`config.mk`:
```
export PLATFORM = sky130hd
export DESIGN_NAME = drive_mode_arbiter
export DESIGN_NICKNAME = d
export VERILOG_FILES = /design/src/rtl/drive_mode_arbiter.sv
export SDC_FILE = /design/constraint.sdc
export NUM_CORES = 1
export LEC_CHECK = 0
export ABC_AREA = 1
export CORE_MARGIN = 4
export CORE_UTILIZATION = 45
export CTS_CLUSTER_SIZE = 30
export DETAILED_ROUTE_END_ITERATION = 8
export GPL_ROUTABILITY_DRIVEN = 0
export PLACE_DENSITY = 0.65
export RECOVER_POWER = 25
export REMOVE_ABC_BUFFERS = 1
export SLEW_MARGIN = 30
export SYNTH_ARGS = -nofsm -noshare
export SYNTH_HDL_FRONTEND = slang
export SYNTH_SLANG_ARGS = --single-unit
```
`constraint.sdc`:
```
create_clock -name clk -period 2.7 [get_ports clk]
set_clock_uncertainty 0.1 [all_clocks]
set_input_delay 0.27 -clock clk [delete_from_list [all_inputs] [get_ports clk]]
set_output_delay 0.27 -clock clk [all_outputs]
set_load 0.1 [all_outputs]
```
`src/rtl/drive_mode_arbiter.sv`:
```
// Chassis motion arbiter: hands the motor/turn outputs to one of manual, semi-auto or auto,
// draining the old owner and forcing a full-stop settle between owners. Optional: DRIVE_ARB_DRAIN_TIMEOUT_EN.
module drive_mode_arbiter #(
  parameter int SETTLE_CYCLES = 1_000_000,
  parameter int DRAIN_TIMEOUT = 50_000_000,
  parameter int CNT_W         = 32
) (
  input  logic       clk,
  input  logic       rst,
  input  logic       power_on,
  input  logic [1:0] mode_req,
  input  logic [3:0] man_cmd,
  input  logic [2:0] semi_cmd,
  input  logic       semi_busy,
  input  logic [2:0] auto_cmd,
  input  logic       auto_busy,
  input  logic       front_detector,
  output logic       move_forward_signal,
  output logic       move_backward_signal,
  output logic       turn_left_signal,
  output logic       turn_right_signal,
  output logic [2:0] grant,
  output logic [1:0] active_mode,
  output logic       switching
);

  typedef enum logic [2:0] {
    S_OFF,
    S_IDLE,
    S_ACTIVE,
    S_DRAIN,
    S_SETTLE
  } state_t;

  localparam logic [1:0]       MODE_NONE   = 2'b00;
  localparam logic [1:0]       MODE_MAN    = 2'b01;
  localparam logic [1:0]       MODE_SEMI   = 2'b10;
  localparam logic [1:0]       MODE_AUTO   = 2'b11;
  localparam logic [CNT_W-1:0] SETTLE_LAST = CNT_W'(SETTLE_CYCLES - 1);

  state_t           state, state_d;
  logic [1:0]       owner, owner_d;
  logic [1:0]       target, target_d;
  logic [CNT_W-1:0] cnt, cnt_d;
  logic             owner_busy;
  logic             owned, owned_d;
  logic [3:0]       owner_motion;
  logic [3:0]       motion_p0;
  logic [3:0]       motion_p1;

`ifdef DRIVE_ARB_DRAIN_TIMEOUT_EN
  localparam logic [CNT_W-1:0] DRAIN_LAST = CNT_W'(DRAIN_TIMEOUT - 1);
  logic timeout_hit;
  logic drain_timeout_seen;
`else
  // Timeout disabled: the parameter stays for a uniform instantiation interface.
  logic [CNT_W-1:0] drain_last_unused;
  assign drain_last_unused = CNT_W'(DRAIN_TIMEOUT - 1);
`endif

  // Saturating increment: the interval counter parks at its terminal value.
  function automatic logic [CNT_W-1:0] sat_inc(input logic [CNT_W-1:0] v,
                                               input logic [CNT_W-1:0] last);
    return (v >= last) ? v : v + CNT_W'(1);
  endfunction

  // Manual panel {fwd, bwd, left, right}: opposing pairs cancel, obstacle blocks forward only.
  function automatic logic [3:0] map_manual(input logic [3:0] cmd, input logic front);
    logic fwd, bwd, lft, rgt;
    fwd = cmd[3] & ~cmd[2] & ~front;
    bwd = cmd[2] & ~cmd[3];
    lft = cmd[1] & ~cmd[0];
    rgt = cmd[0] & ~cmd[1];
    return {fwd, bwd, lft, rgt};
  endfunction

  // Semi/auto {fwd, left, right}: never reverses, and any multi-bit command is treated as stop.
  function automatic logic [3:0] map_steer(input logic [2:0] cmd);
    logic legal;
    legal = ~((cmd[2] & cmd[1]) | (cmd[2] & cmd[0]) | (cmd[1] & cmd[0]));
    return legal ? {cmd[2], 1'b0, cmd[1], cmd[0]} : 4'b0000;
  endfunction

  assign owner_busy = (owner == MODE_SEMI) ? semi_busy :
                      (owner == MODE_AUTO) ? auto_busy : 1'b0;

  always_comb begin
    state_d  = state;
    owner_d  = owner;
    target_d = target;
    cnt_d    = cnt;
`ifdef DRIVE_ARB_DRAIN_TIMEOUT_EN
    timeout_hit = 1'b0;
`endif
    case (state)
      S_OFF: begin
        owner_d  = MODE_NONE;
        target_d = MODE_NONE;
        cnt_d    = '0;
        if (power_on) state_d = S_IDLE;
      end
      S_IDLE: begin
        if (mode_req != MODE_NONE) begin
          state_d  = S_SETTLE;
          target_d = mode_req;
          cnt_d    = '0;
        end
      end
      S_ACTIVE: begin
        if (mode_req != owner) begin
          cnt_d = '0;
          if (owner_busy) begin
            state_d = S_DRAIN;
          end else begin
            state_d  = S_SETTLE;
            target_d = mode_req;
            owner_d  = MODE_NONE;
          end
        end
      end
      S_DRAIN: begin
        if (mode_req == owner) begin
          state_d = S_ACTIVE;
        end else if (!owner_busy) begin
          state_d  = S_SETTLE;
          target_d = mode_req;
          owner_d  = MODE_NONE;
          cnt_d    = '0;
`ifdef DRIVE_ARB_DRAIN_TIMEOUT_EN
        end else if (cnt == DRAIN_LAST) begin
          state_d     = S_SETTLE;
          target_d    = mode_req;
          owner_d     = MODE_NONE;
          cnt_d       = '0;
          timeout_hit = 1'b1;
        end else begin
          cnt_d = sat_inc(cnt, DRAIN_LAST);
`endif
        end
      end
      S_SETTLE: begin
        // A new request during settle restarts the full-stop interval.
        if (mode_req != target) begin
          target_d = mode_req;
          cnt_d    = '0;
        end else if (cnt == SETTLE_LAST) begin
          if (target == MODE_NONE) begin
            state_d = S_IDLE;
          end else begin
            state_d = S_ACTIVE;
            owner_d = target;
          end
        end else begin
          cnt_d = sat_inc(cnt, SETTLE_LAST);
        end
      end
      default: state_d = S_OFF;
    endcase

    if (!power_on) begin
      state_d  = S_OFF;
      owner_d  = MODE_NONE;
      target_d = MODE_NONE;
      cnt_d    = '0;
`ifdef DRIVE_ARB_DRAIN_TIMEOUT_EN
      timeout_hit = 1'b0;
`endif
    end
  end

  always_comb begin
    owner_motion = 4'b0000;
    case (owner)
      MODE_MAN:  owner_motion = map_manual(man_cmd, front_detector);
      MODE_SEMI: owner_motion = map_steer(semi_cmd);
      MODE_AUTO: owner_motion = map_steer(auto_cmd);
      default:   owner_motion = 4'b0000;
    endcase
  end

  // Stage p0: pass the owner's command only while it stays owned across this edge.
  assign owned     = (state == S_ACTIVE) || (state == S_DRAIN);
  assign owned_d   = (state_d == S_ACTIVE) || (state_d == S_DRAIN);
  assign motion_p0 = (owned && owned_d) ? owner_motion : 4'b0000;

  always_ff @(posedge clk or negedge rst) begin
    if (!rst) begin
      state     <= S_OFF;
      owner     <= MODE_NONE;
      target    <= MODE_NONE;
      cnt       <= '0;
      motion_p1 <= 4'b0000;
    end else begin
      state     <= state_d;
      owner     <= owner_d;
      target    <= target_d;
      cnt       <= cnt_d;
      motion_p1 <= motion_p0;
    end
  end

`ifdef DRIVE_ARB_DRAIN_TIMEOUT_EN
  always_ff @(posedge clk or negedge rst) begin
    if (!rst) begin
      drain_timeout_seen <= 1'b0;
    end else if (timeout_hit) begin
      drain_timeout_seen <= 1'b1;
    end
  end
`endif

  // Stage p1: registered motion pins; ownership outputs decode straight from state.
  assign move_forward_signal  = motion_p1[3];
  assign move_backward_signal = motion_p1[2];
  assign turn_left_signal     = motion_p1[1];
  assign turn_right_signal    = motion_p1[0];

  assign grant       = owned ? {owner == MODE_AUTO, owner == MODE_SEMI, owner == MODE_MAN} : 3'b000;
  assign active_mode = owned ? owner : MODE_NONE;
  assign switching   = (state == S_DRAIN) || (state == S_SETTLE);

endmodule

```
==> key figures <==
Run status
  • Outcome: complete, no violations

Layout
  • ANT cells: 0
  • Final Non-Filler Cells: 552
  • Final #Nets: about 500
  • Fraction of layout cells with a size suffix above 1: 11.8%
  • Design Area, Final: 3360 µm²
  • Area growth syn-to-layout: 12.3%

Synth
  • Ys flop type: dfrtp_1
  • FF+latch count, synth: 43
  • Yosys top cell area share: between 30% and 40%
  • Synth area leader: dfrtp_1
  • Post-synthesis sequential area ratio: 35.9%
  • Ys async rst share: 100%
  • Post-synth EDFFs: 0
  • YS warnings: 0
  • Post-synth top cells: 126 x nand2_1, 58 x nor2_1, 57 x inv_1, 51 x nand3_1, 43 x dfrtp_1
  • Avg Synthesized Cell Area: around 6.7 µm²
  • Gate count of the mapped netlist: 447
  • Mapped cell area: 3000 µm²
  • Synth top area cells: dfrtp_1 36%, nand2_1 16%, nand3_1 8.5%
  • Count leader, synth: nand2_1
  • Count of cell types in the netlist: 36

STA
  • Worst slew margin: 30.3%
  • Fin. max-slew vios: 0
  • Worst Tran Pin Value: 1050 ps
  • Final period util: 82.4%
  • Final Hold Slack: roughly 370 ps
  • RSZ-0062 raised after global routing: no
  • Setup TNS: 0 ps
  • Min cycle time layout: 2220 ps
  • Final Hold Viols: 0
  • Final Setup Violations: 0
  • Fmax: 450 MHz

Clock network
  • Clock Latency Late Sink: about 290 ps
  • CTS buffer count: 5
  • Clock root cell: clkbuf_8
  • Clock transition at path regs: 80 ps
  • CTS Buffer Depth: 2
  • Post_cts resized: 0
  • H-tree levels: 2
  • Setup fix buffers added after clock tree synthesis: 0
  • Clock tree sinks: 43
  • CTS tree: yes

Worst setup path
  • Worst r2r src: cnt[0]$_DFFE_PN0P_
  • Data arrival, critical path: 2310 ps
  • CP required: 2790 ps
  • Worst setup SP type: flip-flop
  • RR Endpoint: cnt[17]$_DFFE_PN0P_
  • Crit-path max FO: 25
  • Worst path cell trace: ha_1 > inv_2 > nor2_4 > nand2_2 > inv_2 > nand3b_4 > nand2_2 > nor2_4 > nand2_4 > nand2_4 > nand2_1 > nand2_1
  • Crit-path max cell delay: 460 ps
  • R2R depth: 12
  • Slowest-stage cell, CP: dfrtp_1
  • R2R Setup Slk: 480 ps
  • CP Capture Type: flip-flop
  • WS Path Type: reg -> reg
  • CP delay by family, top: simple AND/OR/NAND/NOR gates
  • Buf/Inv on CP: 2

Placement
  • Hpwl dp: 5.54 mm
  • Area after DPL: 3280 µm²
  • IO Port Bufs: 27
  • Placed Cells: 545

GRT
  • Gr usage total: roughly a fifth
  • First-pass GRT wire length: approximately 12 mm
  • Largest net degree at the start of global routing: 44
  • Vias in the first global route: 2628
  • Initial antenna violation count: 0
  • Gr ovfl total: 0

Pwr
  • Total power: between 1 and 1.5 mW
  • Pleak: around 1.7 nW
  • Maximum VDD drop: between 0.2 and 0.3 mV
  • PD cells: 358 nW/µm²

Hold path
  • Hold path start: cnt[22]$_DFFE_PN0P_
  • Worst Hold Path Cells: 2
  • Worst Hold End: cnt[22]$_DFFE_PN0P_
  • Hold Path Class: reg -> reg

Detailed routing
  • Vias: 2842
  • First-pass DRT Iterations: 4
  • Drt initial violations: 160
  • Wire per inst: 13.2 µm
  • Vias/cell: 5.15
  • Routed WL: 7.29 mm
  • Final ANT Viol Nets: 0
  • # DRC: 0

Floorplanning
  • Row Count: 29
  • Die area: 8030 µm²
  • I/O Pins: 28
  • Initial core utilization: 46.6%
  • Die Width: 89.6 µm
  • Core Region: between 6000 and 7000 µm²
  • Die H: 89.6 µm

Run
  • Max-cap violations: 0
cells in the final DEF (no fill, tap or decap), types with 8 or more instances in the layout:
| master | n |
|---|---|
| buf_4 | 15 |
| clkdlybuf4s50_1 | 16 |
| dfrtp_1 | 43 |
| inv_1 | 57 |
| nand2_1 | 126 |
| nand3_1 | 51 |
| nand4_1 | 12 |
| nor2_1 | 58 |
| nor3_1 | 16 |
| o21ai_0 | 8 |
through the flow:
step / setup slack (ps) / utilization [%]
final: 476 / 52.4
after detailed placement: 327 / 51.1
after global placement: 337 / 51.0
after floorplan: -382 / -
after CTS: 497 / 52.4
after global routing: 297 / 52.4
timing repair:
action	in CTS	in global routing
hold buffers	1	0
setup endpoints to repair	0	0
hold endpoints to repair	43	0
routing by layer:
| layer | share of wire (%) | global-route usage [%] | vias to the layer above | wire, µm |
|---|---|---|---|---|
| met4 | 0.26 | 3.52 | 0 | 19 |
| met1 | 47 | 27.3 | 1282 | 3430 |
| li1 | - | - | 1487 | - |
| met2 | 48 | 32.6 | 71 | 3500 |
| met5 | 0 | 0 | - | 0 |
| met3 | 4.7 | 3.28 | 2 | 341 |
worst reg2reg max path, cell delays in order, from the launching register on:
cell and delay (ps):
dfrtp_1 460, ha_1 350, inv_2 90, nor2_4 140, nand2_2 100, inv_2 120, nand3b_4 100, nand2_2 90
nor2_4 50, nand2_4 140, nand2_4 210, nand2_1 140, nand2_1 50
logic make-up (layout without fill, tap and decap cells):
| group | Yosys count | count (layout) | share of synthesized area, % |
|---|---|---|---|
| XOR/XNOR | 4 | 4 | 1.17 |
| flip-flops | 43 | 43 | 35.9 |
| buffers and inverters | 74 | 102 | 11.0 |
| AND/OR/NAND/NOR | 301 | 301 | 46.6 |
| adder cells (fa/ha/maj) | 1 | 1 | 0.418 |
| AO/OA/AOI/OAI | 24 | 24 | 4.89 |
worst max-delay path by stage:
stage                        from                   to  cells past startpoint
6_report       cnt[0]$_DFFE_PN0P_  cnt[17]$_DFFE_PN0P_                     12
3_3_place_gp          mode_req[1]  cnt[12]$_DFFE_PN0P_                     11
2_1_floorplan  state[2]$_DFF_PN0_            switching                      3
3_5_place_dp          mode_req[1]  cnt[15]$_DFFE_PN0P_                     11
4_1_cts        cnt[0]$_DFFE_PN0P_  cnt[17]$_DFFE_PN0P_                     12
5_1_grt        cnt[0]$_DFFE_PN0P_  cnt[16]$_DFFE_PN0P_                     12
layout make-up:
class	count	area, µm²
clock buffers	5	68.8
clock inverters	1	7.51
inverters	63	239
repair buffers	33	288
well taps	77	96.3
flip-flops and latches	43	1080
multi-input cells	330	1590
fillers	650	3060
report_power, final:
group          total (mW)  internal (mW)  switching, mW
clock network       0.382          0.172          0.211
registers           0.656          0.650        0.00641
logic               0.165         0.0521          0.113
registers in the layout, summed over array words and instances (netlist names):
| register | count |
|---|---|
| cnt | 32 |
| target | 2 |
| motion_p1 | 4 |
| owner | 2 |
| state | 3 |
Note: power is estimated with default switching activity, not from simulation.
